## src/rtl/fetch_redirect.sv

```systemverilog
// Instruction-fetch front end: sequential fetch with branch redirect, wrong-path
// squash and hazard discard, presenting one instruction at a time to decode.
module fetch_redirect #(
    parameter logic [31:0] RESET_ADDR = 32'h0000_0000
) (
    input  logic        clk_i,
    input  logic        rst_i,
    input  logic        branch_i,
    input  logic [31:0] branch_target_i,
    input  logic        discard_i,
    output logic        imem_req_o,
    output logic [31:0] imem_addr_o,
    input  logic        imem_ack_i,
    input  logic [31:0] imem_data_i,
    output logic        instr_valid_o,
    output logic [31:0] instr_o,
    output logic [31:0] pc_o,
    input  logic        instr_ready_i
);

    typedef enum logic [1:0] {
        IDLE    = 2'd0,
        REQUEST = 2'd1,
        HOLD    = 2'd2
    } state_t;

    state_t      state;
    logic [31:0] fetch_pc;
    logic [31:0] pend_target;
    logic        squash;
    logic [31:0] target;

    assign target      = {branch_target_i[31:2], 2'b00};
    assign imem_addr_o = fetch_pc;

    always_ff @(posedge clk_i or posedge rst_i) begin
        if (rst_i) begin
            state         <= IDLE;
            fetch_pc      <= RESET_ADDR;
            squash        <= 1'b0;
            imem_req_o    <= 1'b0;
            instr_valid_o <= 1'b0;
            instr_o       <= 32'd0;
            pc_o          <= RESET_ADDR;
        end else begin
            unique case (state)
                IDLE: begin
                    if (branch_i) begin
                        fetch_pc <= target;
                    end
                    imem_req_o <= 1'b1;
                    state      <= REQUEST;
                end
                REQUEST: begin
                    if (imem_ack_i) begin
                        // Wrong-path data is dropped; a same-cycle branch beats the pending target.
                        if (squash || branch_i) begin
                            fetch_pc <= branch_i ? target : pend_target;
                            squash   <= 1'b0;
                        end else begin
                            instr_o       <= imem_data_i;
                            pc_o          <= fetch_pc;
                            fetch_pc      <= fetch_pc + 32'd4;
                            instr_valid_o <= 1'b1;
                            imem_req_o    <= 1'b0;
                            state         <= HOLD;
                        end
                    end else if (branch_i) begin
                        squash <= 1'b1;
                    end
                end
                HOLD: begin
                    if (branch_i || discard_i || instr_ready_i) begin
                        if (branch_i) begin
                            fetch_pc <= target;
                        end
                        instr_valid_o <= 1'b0;
                        imem_req_o    <= 1'b1;
                        state         <= REQUEST;
                    end
                end
                default: begin
                    state <= IDLE;
                end
            endcase
        end
    end

    // The address on the bus must not move until ack, so a redirect waits here.
    always_ff @(posedge clk_i) begin
        if (state == REQUEST && branch_i && !imem_ack_i) begin
            pend_target <= target;
        end
    end

endmodule

```

## config.mk

```make
export PLATFORM = sky130hd
export DESIGN_NAME = fetch_redirect
export DESIGN_NICKNAME = d
export VERILOG_FILES = /design/src/rtl/fetch_redirect.sv
export SDC_FILE = /design/constraint.sdc
export NUM_CORES = 1
export LEC_CHECK = 0
export CAP_MARGIN = 0
export CORE_ASPECT_RATIO = 0.7
export CORE_MARGIN = 1.5
export CORE_UTILIZATION = 44
export DETAILED_ROUTE_END_ITERATION = 6
export GPL_ROUTABILITY_DRIVEN = 0
export GPL_TIMING_DRIVEN = 0
export PLACE_DENSITY = 0.77
export SYNTH_ARGS = -nofsm -noshare
export SYNTH_HDL_FRONTEND = slang
export SYNTH_SLANG_ARGS = --single-unit
```

## constraint.sdc

```tcl
create_clock -name clk_i -period 3.05 [get_ports clk_i]
set_input_delay 0.305 -clock clk_i [delete_from_list [all_inputs] [get_ports clk_i]]
set_output_delay 0.305 -clock clk_i [all_outputs]
set_load 0.01 [all_outputs]
```

* After elaboration in Yosys (flattened, before gate mapping)
Cells that the tools add are included.
** Storage, ports and cells
- Flip-flop bits (word level) :: 131
- Input port bits :: 70
- Output and inout port bits :: 98
** Cells by class
- Add/sub/neg operators :: 1
- Equal/unequal tests :: 6
- Multiplexer cells :: 21
- Bitwise gates (word level) :: 1
- Reductions and logical operators :: 16
** Operators by type and width (count)
- 32-bit two-way mux :: 5
- 32-bit one-hot mux with 3 select lines :: 1
- 32-bit by 3-bit adder with 32-bit output, second input constant :: 1
- 3-bit AND reduction :: 4
- 1-bit two-way mux :: 9
- 4-bit AND reduction :: 2
- 2-bit two-way mux :: 3
- 2-bit != test, second input constant :: 3
- 2-bit one-hot mux with 3 select lines :: 1
- 2-bit nonzero test :: 2
- 1-bit logical OR :: 3
- 1-bit one-hot mux with 3 select lines :: 1
- 3-bit nonzero test :: 1
- 2-bit by 1-bit equality test with 1-bit output, second input constant :: 1
- 2-bit equality test, second input constant :: 1
- 1-bit logical AND :: 2
- 2-bit zero test :: 1
- 2-bit by 1-bit != test with 1-bit output, second input constant :: 1
- 1-bit one-hot mux with 2 select lines :: 1
- 1-bit zero test :: 1
- 1-bit inverter :: 1

* Longest topological paths before layout
Gate-level depths: netlist (run 1).
- Depth in word-level cells :: 4
- Gate-level depth with buffers :: 8
- Depth with buffers taken out :: 5

* Worst setup path before layout (run 1)
OpenSTA, ideal clock, no wires.
- Kind :: register to register
- From :: reg state[0]
- To :: reg pend_target[10], enable pin
- Setup time :: 0.417 ns
- Arrival time :: 2.461 ns
- Setup slack :: 0.172 ns
- Cell stages (with the launch flop) :: 6
- Clock period less this slack :: 2.878 ns
- Path through :: dfrtp_1 -> clkbuf_2 -> nor2b_1 -> clkbuf_1 -> nand2_1 -> nor2_1
** Between the ends
- Longest elaborated chain between the ends :: 3
** RTL lines
- start, declared :: line 27 : state_t state;
- start signal, assigned :: line 38 : state <= IDLE;
- start signal, assigned :: line 52 : state <= REQUEST;
- start signal, assigned :: line 66 : state <= HOLD;
- 2-bit by 1-bit equality test with 1-bit output :: line 91 : if (state == REQUEST && branch_i && !imem_ack_i) begin
- 1-bit logical AND (2 in a row) :: line 91
- end signal, assigned :: line 92 : pend_target <= target;
- end, declared :: line 29 : logic [31:0] pend_target;
No other way between the ends.
A chain may end at the register's enable or synchronous reset.

* Final worst setup path (run 1)
- From :: reg state[0]
- To :: reg pend_target[2], enable pin
The elaborated chain is that of the path after synthesis.

==> results.yml, run 1 <==
sta:
  hold_viol: 0
  fin_crit_ns: 2.90
  hold_ws_ns: 0.311
  fmax_mhz: 345
  final.setup.worst_slack_ns: 0.150
  setup_repair_after_global_routing_missed_its_margin: "false"
  worst-slew-pin-transition_ns: 1.36
  min_period_over_period: 0.951
  setup_viols_final: 0
  slew_viol_final: 0
  final.setup.tns_ns: 0
  worst_slew_margin_rel: 0.0826
  final.setup_skew_ns: 0.00859
finish:
  final_cell_mix: "nand2_1, clkdlybuf4s50_1, dfrtp_1"
  num_antenna_cells: 0
  finish.instance_area_mm2: 0.00854
  mostFrequentLayoutCell: "nand2_1"
  nNetsFinal: 891
  areaGrowthSynthToFinish_pct: 41.7
  final_layout_size_suffix_gt1_frac: 0.0744
setup_path:
  timing.reg2reg.setup_slack_ns: 0.15
  timing.critical_path.cells: "clkbuf_2 > nor2b_1 > clkbuf_1 > nand2_1 > nor2_4"
  crit_path_required_time_ns: 3.09
  crit_path_max_cell_delay_ns: 0.78
  worst-endpoint-arrival_ns: 2.94
  critical_path.startpoint_type: "register"
  worst_r2r_path_depth: 5
  timing.critical_path.fanout_max: 30
  critical_path_top_delay_cell: "nor2_4"
  critPathCaptureType: "register"
  critical_path_type: "register to register"
floorplanning:
  core_area_mm2: 0.0133
  floorplan.rows: 35
  floorplan.die.width_um: 143
  start_util: 0.454
  die_height_um: 101
  floorplan.io_pins: 168
  fp.dieArea_mm2: 0.0144
synthesis:
  ys.warnings.count: 0
  synthesis.area_mm2: 0.00602
  async_flop_share: 0.764
  postSynth.topFlopCell: "dfrtp_1"
  postSynthRegisterBits: 127
  ys_seq_area_frac: 0.552
  synthCells: 637
  synth-edff-count: 30
  synth_cell_type_count: 64
  syn-mean-instance-area_um2: 9.46
detailed_routing:
  detailroute.via_count: 5912
  route.detailed.drc: 0
  dr.first_iter.drc_count: 551
  number_of_detailed_routing_iterations_run_before_antenna_repair: 7
  drt-wirelength-per-cell_um: 19.7
  vias_per_cell: 5.81
  detail_route.wirelength_um: 20100
  drtAntennaViolNets: 0
grt:
  antenna_found_initial: 0
  met1_usage: 0.382
  gr-usage-met2: 0.419
  overflow: 0
  gr-max-usage-layer: "met2"
  grt_use_met3: 0.0893
  grt_use_total: 0.282
  grt_max_degree: 53
  first_global_vias: 5642
  grt_first_pass_wirelength_um: 30500
power_and_ir_drop:
  sequential_power_share: 0.335
  intPower_mw: 5.56
  power.static_leakage_nw: 3.65
  combinationalPowerShare: 0.431
  power.share.switching: 0.387
  powerDensity_mw_per_mm2: 1060
  max-vdd-ir-drop_mv: 0.460
  post-layout-total-power_mw: 9.08
  net-switching-power_mw: 3.52
  part_of_the_power_in_the_clock_network: 0.234
clock_tree:
  count_of_hold_buffers_inserted_by_post_cts_repair: 0
  cts-root-to-sink-buffers: 2
  cts_root_buf: "clkbuf_16"
  postCtsSetupBuffers: 0
  number_of_cts_inserted_buffers: 17
  clock_latency_late_sink_ns: 0.43
  clock-sinks: 127
  clock_slew_seen_by_the_registers_of_the_worst_setup_and_hold_paths_ns: 0.07
  cts_max_level: 4
  tritoncts_clock_tree: "yes"
placement:
  placed_cell_area_mm2: 0.00791
  placement.io_buffers: 160
  dp_hpwl_um: 13700
  place_worst_setup_slack_ns: 0.00682
min_path:
  worst_hold_path_type: "primary input to async pin"
flow_run:
  drv_cap: 0
run_status:
  run_status: "finished clean"
flip-flops by register name, indices dropped and copies added (netlist names):
signal	count
squash	1
imem_addr_o	30
pc_o	30
pend_target	30
instr_valid_o	1
instr_o	32
imem_req_o	1
state	2
metal layers:
layer	part of all wire	up-vias
met2	0.45	387
met1	0.41	2866
met5	0	-
met3	0.12	49
li1	-	2610
met4	0.023	0
power by group through the flow:
stage          Sequential (mW)  Clock, mW  Combinational [mW]
6_report                  3.04       2.13                3.92
5_1_grt                   3.12       2.21                4.20
4_1_cts                   3.03       2.13                3.88
3_5_place_dp              3.04          0                3.85
3_3_place_gp              3.01          0                3.73
2_1_floorplan             3.16          0                1.68
repair_timing:
| action | 4_1_cts | 5_1_grt |
|---|---|---|
| resized for setup | 0 | 1 |
| endpoints found under the setup margin | 0 | 4 |
| endpoints found under the hold margin | 0 | 0 |
stage by stage:
| stage | std cells | utilization |
|---|---|---|
| global placement | 985 | 0.593 |
| global route | 1018 | 0.643 |
| detailed placement | 986 | 0.596 |
| CTS | 1018 | 0.643 |
| floorplan | 640 | - |
| finish | 1018 | 0.643 |
area by class of cell:
| type | count | area (µm²) |
|---|---|---|
| Inverter | 9 | 36.3 |
| Clock inverter | 10 | 96.3 |
| Fill cell | 1064 | 4730 |
| Timing Repair Buffer | 161 | 1630 |
| Buffer | 51 | 234 |
| Clock buffer | 22 | 529 |
| Multi-Input combinational cell | 453 | 2450 |
| Sequential cell | 127 | 3330 |
| Tap cell | 185 | 231 |
critical path: cells and delay by family (launching register included):
family | cells | cell delay [ns]
AND/OR/NAND/NOR | 3 | 1.52
buffers and inverters | 2 | 0.65
flip-flops | 1 | 0.34
kinds of logic (layout without fill, tap and decap cells):
group	count (synthesis)	count (layout)	synth area share
AND/OR/NAND/NOR	324	324	0.244
flip-flops	127	127	0.552
AO/OA/AOI/OAI	111	111	0.136
buffers and inverters	60	253	0.0444
multiplexers	10	10	0.0166
XOR/XNOR	3	3	0.00436
adder cells (fa/ha/maj)	1	1	0.00208
other	1	4	0.000622
cells in the mapped netlist, drive strengths merged (4+ instances only):
library cell	count	area share
o21ai	16	0.013
edfxtp	30	0.15
inv	9	0.0056
nor4	7	0.0073
a31oi	13	0.013
buf	15	0.016
nand4	7	0.0073
nand2b	8	0.0083
dfrtp	97	0.40
a21oi	13	0.011
o211ai	12	0.015
a211o	4	0.0058
mux2i	10	0.017
nand3	22	0.018
or4	6	0.0081
and3	9	0.0093
nor2	20	0.012
nand2	208	0.13
o22ai	4	0.0042
and4	8	0.012
clkbuf	36	0.023
o31ai	5	0.0062
o211a	4	0.0066
nor3	11	0.0091
final timing paths:
path                                   end            start
max                         pend_target[2]         state[0]
min                            instr_o[11]            rst_i
max reg2reg                 pend_target[2]         state[0]
min reg2reg                    instr_o[13]      instr_o[13]
max in group asynchronous  imem_addr_o[10]            rst_i
min in group clk_i             instr_o[13]  imem_data_i[13]
Note: power is estimated with default switching activity, not from simulation.
==> run 2: changes to the inputs <==
GPL_ROUTABILITY_DRIVEN = 1   (was 0)
==> run 2 against run 1 <==
Largest power group unchanged. Core utilization rose by 0.15 points. Sequential power barely moved. Final cell count did not move. Critical path type unchanged. Hold slack got worse by 0.082 ns. Setup slack got worse by 0.046 ns. Sequential cell count did not move. Largest cell class unchanged. Die area did not move. Final area rose by 0.23%. Critical endpoint is now pend_target[4].
==> results.yml, run 2 (synthesis results as in run 1) <==
placement:
  dpl.cell_count: 986
  placement.io_buffers: 160
  routabilityCongestion: 0.912
  dp_hpwl_um: 13500
clock_tree:
  postCtsSetupBuffers: 0
  tritoncts_clock_tree: "yes"
  clock-sinks: 127
  number_of_cts_inserted_buffers: 17
  cts_root_buf: "clkbuf_16"
  clock_slew_seen_by_the_registers_of_the_worst_setup_and_hold_paths_ns: 0.06
  clock_latency_late_sink_ns: 0.42
  cts-root-to-sink-buffers: 2
  cts_max_level: 4
detailed_routing:
  route.detailed.drc: 0
  drt-wirelength-per-cell_um: 19.5
  wire_length_on_met1_um: 8290
  highest_layer: "met4"
  wl_met3_um: 2280
  route.met2.wl_um: 8820
  detailroute.via_count: 5821
  drtAntennaViolNets: 0
  detail_route.wirelength_um: 19800
  number_of_detailed_routing_iterations_run_before_antenna_repair: 5
  dr.first_iter.drc_count: 644
  vias_per_cell: 5.72
setup_path:
  worst_r2r_path_depth: 5
  critPathCaptureType: "register"
  worst-endpoint-arrival_ns: 2.98
  crit_path_required_time_ns: 3.09
  critical_path_type: "register to register"
  timing.critical_path.fanout_max: 30
  critical_path.startpoint_type: "register"
power_and_ir_drop:
  power.static_leakage_nw: 3.67
  post-layout-total-power_mw: 9.08
  powerDensity_mw_per_mm2: 1060
  max-vdd-ir-drop_mv: 0.595
sta:
  worst_slew_margin_rel: 0.192
  min_period_over_period: 0.966
  worst-slew-pin-transition_ns: 1.20
  final.setup_skew_ns: 0.00662
  hold_viol: 0
  fin_crit_ns: 2.95
  fmax_mhz: 339
  final.setup.tns_ns: 0
  hold_ws_ns: 0.229
  setup_repair_after_global_routing_missed_its_margin: "false"
  setup_viols_final: 0
  slew_viol_final: 0
finish:
  final_core_util: 0.645
  regMostFlops: "instr_o"
  largest_register_ffs: 32
  areaGrowthSynthToFinish_pct: 42.1
  nNetsFinal: 891
  mostFrequentLayoutCell: "nand2_1"
  final_cell_mix: "nand2_1, clkdlybuf4s50_1, dfrtp_1"
  num_antenna_cells: 0
  final_layout_size_suffix_gt1_frac: 0.0756
  layoutNonFillerInstCount: 1018
floorplanning:
  start_util: 0.454
  floorplan.io_pins: 168
  fp.dieArea_mm2: 0.0144
  floorplan.rows: 35
  core_area_mm2: 0.0133
  floorplan.die.width_um: 143
  die_height_um: 101
min_path:
  worst_hold_path_type: "primary input to async pin"
grt:
  grt_max_degree: 71
  antenna_found_initial: 0
  grt_first_pass_wirelength_um: 30900
  grt_use_total: 0.283
  first_global_vias: 5690
  overflow: 0
flow_run:
  drv_cap: 0
run_status:
  run_status: "finished clean"
-- run 2: changes by cell type in the layout (fill, tap and decap cells not counted), sizes merged --
cell,change
bufinv,-1
clkinv,-2
clkbuf,+2
inv,+1
-- run 2: layout make-up --
class / instances / area (µm²)
buffer: 51 / 234
clock buffer: 24 / 578
clock inverter: 8 / 58.8
fill: 1097 / 4710
inverter: 9 / 36.3
multi-input combinational: 453 / 2460
sequential: 127 / 3330
tap: 185 / 231
timing repair buffer: 161 / 1630
-- run 2: worst paths after layout --
path | start | endpoint | slack [ns]
setup / recovery | state[0] | pend_target[4] | 0.10
min in group clk_i | imem_data_i[16] | instr_o[16] | 0.41
setup reg to reg | state[0] | pend_target[4] | 0.10
hold / removal | rst_i | instr_o[15] | 0.23
max in group asynchronous | rst_i | imem_addr_o[2] | 2.12
hold reg to reg | pc_o[26] | pc_o[26] | 0.47
-- run 2: per-stage QoR --
stage	instance area (µm²)	worst slack [ns]
after floorplan	6040	0.172
after global placement	7870	-1.38
after detailed placement	7910	-0.0753
after CTS	8550	0.161
after global routing	8560	0.0150
final	8560	0.104
-- run 2: repair_timing --
item | CTS | global route
gates resized for setup | 1 | 1
endpoints found under the setup margin | 2 | 1
hold buffers | 0 | 0
-- run 2: layer usage --
layer,track usage,up-vias
met5,0,-
met4,0.104,0
met3,0.0912,43
met2,0.425,355
met1,0.384,2814
li1,-,2609
-- run 2: critical path, cell delays in order, from the launching register on --
cell and delay [ns]:
dfrtp_1 0.34, clkbuf_2 0.19, nor2b_1 0.55, clkbuf_1 0.49, nand2_1 0.20, nor2_4 0.80
-- run 2: power breakdown --
part	internal [mW]	switching, mW
Clock	1.33	0.800
Combinational	1.84	2.06
Sequential	2.40	0.640
==> run 3: changes to the inputs <==
CELL_PAD_IN_SITES_DETAIL_PLACEMENT = 0   (was default)
CELL_PAD_IN_SITES_GLOBAL_PLACEMENT = 1   (was default)
CORE_UTILIZATION = 33   (was 44)
PLACE_DENSITY = default   (was 0.77)
PLACE_DENSITY_LB_ADDON = 0.1   (was default)
==> run 3 against run 2 <==
Via count is 3.6% lower. Count of clock-buffer cells in the layout is 5 lower. Global-route usage is 5.4 points lower. Wire length is 5.9% higher. Register-to-register slack better by 0.03 ns. Clock skew hardly changed. First-iteration DRC count is 12% lower. Sequential power hardly changed. Sequential cell count stayed put. Sequential share of layout area is 0.21 points lower. Critical endpoint is now imem_addr_o[24]. Highest routed layer unchanged.
==> results.yml, run 3 (synthesis results as in run 1) <==
grt:
  grt_first_pass_wirelength_um: 32300
  grt_max_degree: 56
  first_global_vias: 5509
  antenna_found_initial: 0
  overflow: 0
  grt_use_total: 0.229
clock_tree:
  clock-sinks: 127
  tritoncts_clock_tree: "yes"
  clock_slew_seen_by_the_registers_of_the_worst_setup_and_hold_paths_ns: 0.06
  cts-root-to-sink-buffers: 2
  number_of_cts_inserted_buffers: 17
  postCtsSetupBuffers: 0
  cts_max_level: 4
  clock_latency_late_sink_ns: 0.43
  count_of_hold_buffers_inserted_by_post_cts_repair: 0
  cts_root_buf: "clkbuf_16"
flow_run:
  drv_cap: 0
finish:
  number_of_inserted_filler_cells_in_the_final_layout: 1780
  mostFrequentLayoutCell: "nand2_1"
  nNetsFinal: 892
  areaGrowthSynthToFinish_pct: 42.8
  num_antenna_cells: 0
  final_cell_mix: "nand2_1, clkdlybuf4s50_1, dfrtp_1"
  final_layout_size_suffix_gt1_frac: 0.0743
  finish.instance_area_mm2: 0.00860
  regMostFlops: "instr_o"
  largest_register_ffs: 32
sta:
  setup_repair_after_global_routing_missed_its_margin: "false"
  worst_slew_margin_rel: 0.113
  hold_viol: 0
  min_period_over_period: 0.956
  fin_crit_ns: 2.92
  final.setup.tns_ns: 0
  setup_viols_final: 0
  final.setup_skew_ns: 0.00613
  fmax_mhz: 343
  worst-slew-pin-transition_ns: 1.32
  slew_viol_final: 0
floorplanning:
  start_util: 0.336
  core_area_mm2: 0.0180
  floorplan.io_pins: 168
  die_height_um: 116
  fp.dieArea_mm2: 0.0191
  floorplan.rows: 41
  floorplan.die.width_um: 164
detailed_routing:
  drtAntennaViolNets: 0
  route.detailed.drc: 0
  detail_route.wirelength_um: 21000
  number_of_detailed_routing_iterations_run_before_antenna_repair: 6
  drt-wirelength-per-cell_um: 19.6
  vias_per_cell: 5.25
  detailroute.via_count: 5614
  dr.first_iter.drc_count: 566
min_path:
  worst_hold_path_type: "primary input to async pin"
power_and_ir_drop:
  max-vdd-ir-drop_mv: 0.380
  powerDensity_mw_per_mm2: 1050
  power.static_leakage_nw: 3.65
setup_path:
  critical_path_type: "register to register"
  worst-endpoint-arrival_ns: 3.22
  crit_path_required_time_ns: 3.36
  critical_path.startpoint_type: "register"
  critPathCaptureType: "register"
  timing.reg2reg.setup_slack_ns: 0.13
  timing.critical_path.fanout_max: 10
placement:
  placement.io_buffers: 160
  placed_cell_area_mm2: 0.00799
  routabilityCongestion: 0.853
  dp_hpwl_um: 14600
run_status:
  run_status: "finished clean"
-- run 3: cell types whose count changed in the layout (fill, tap and decap cells not counted), sizes merged --
cell,change
buf,+1
bufinv,+2
clkbuf,-5
clkinv,+2
clkinvlp,+1
-- run 3: final cells by class --
type | instances | area [µm²] | share of cell area
flip-flops and latches | 127 | 3330 | 0.387
clock buffers | 19 | 464 | 0.0539
plain buffers | 51 | 234 | 0.0272
clock inverters | 13 | 135 | 0.0157
inverters | 9 | 36.3 | 0.00422
multi-input cells | 453 | 2460 | 0.286
repair buffers | 162 | 1650 | 0.192
well taps | 236 | 295 | 0.0343
-- run 3: final timing paths --
check / depth (start not counted) / startpoint / endpoint
max: 6 / imem_addr_o[2] / imem_addr_o[24]
min: 2 / rst_i / instr_o[15]
max reg2reg: 6 / imem_addr_o[2] / imem_addr_o[24]
min reg2reg: 2 / pc_o[22] / pc_o[22]
max in group asynchronous: 3 / rst_i / imem_addr_o[10]
min in group clk_i: 3 / imem_data_i[20] / instr_o[20]
-- run 3: worst max-delay path, stage by stage, from the launching register on --
cell and delay, ns:
dfrtp_1 0.58, ha_1 0.45, nand4_1 0.37, nor4_4 0.53
buf_2 0.35, a31oi_1 0.13, a2111o_1 0.37
-- run 3: metal layers --
layer / GRT usage / up-vias / share of wire / routed length [µm]
met3: 0.0791 / 33 / 0.11 / 2240
met5: 0 / - / 0 / 0
li1: - / 2608 / - / -
met2: 0.325 / 276 / 0.41 / 8650
met4: 0.0715 / 0 / 0.015 / 320
met1: 0.325 / 2697 / 0.47 / 9750
-- run 3: what timing repair did --
action                     in CTS  in global routing
pin swaps                       0                  0
gates resized for setup         1                  1
setup endpoints to repair       4                  1
cloned                          0                  0
-- run 3: through the flow --
stage	cells	total power [mW]	hold WS [ns]	utilization	worst slack, ns
3_5_place_dp	1038	6.96	0.462	0.445	-0.154
2_1_floorplan	640	4.84	0.399	-	0.172
5_1_grt	1070	9.63	0.376	0.479	0.0189
3_3_place_gp	1036	6.86	0.457	0.442	-1.68
6_report	1070	9.05	0.310	0.479	0.135
4_1_cts	1070	9.08	0.341	0.479	0.105
-- run 3: where the power goes --
group	switching [mW]	leakage, nW	total (mW)	internal (mW)
Sequential	0.656	1.46	3.06	2.40
Clock	0.814	0.286	2.09	1.27
Combinational	2.06	1.91	3.91	1.85
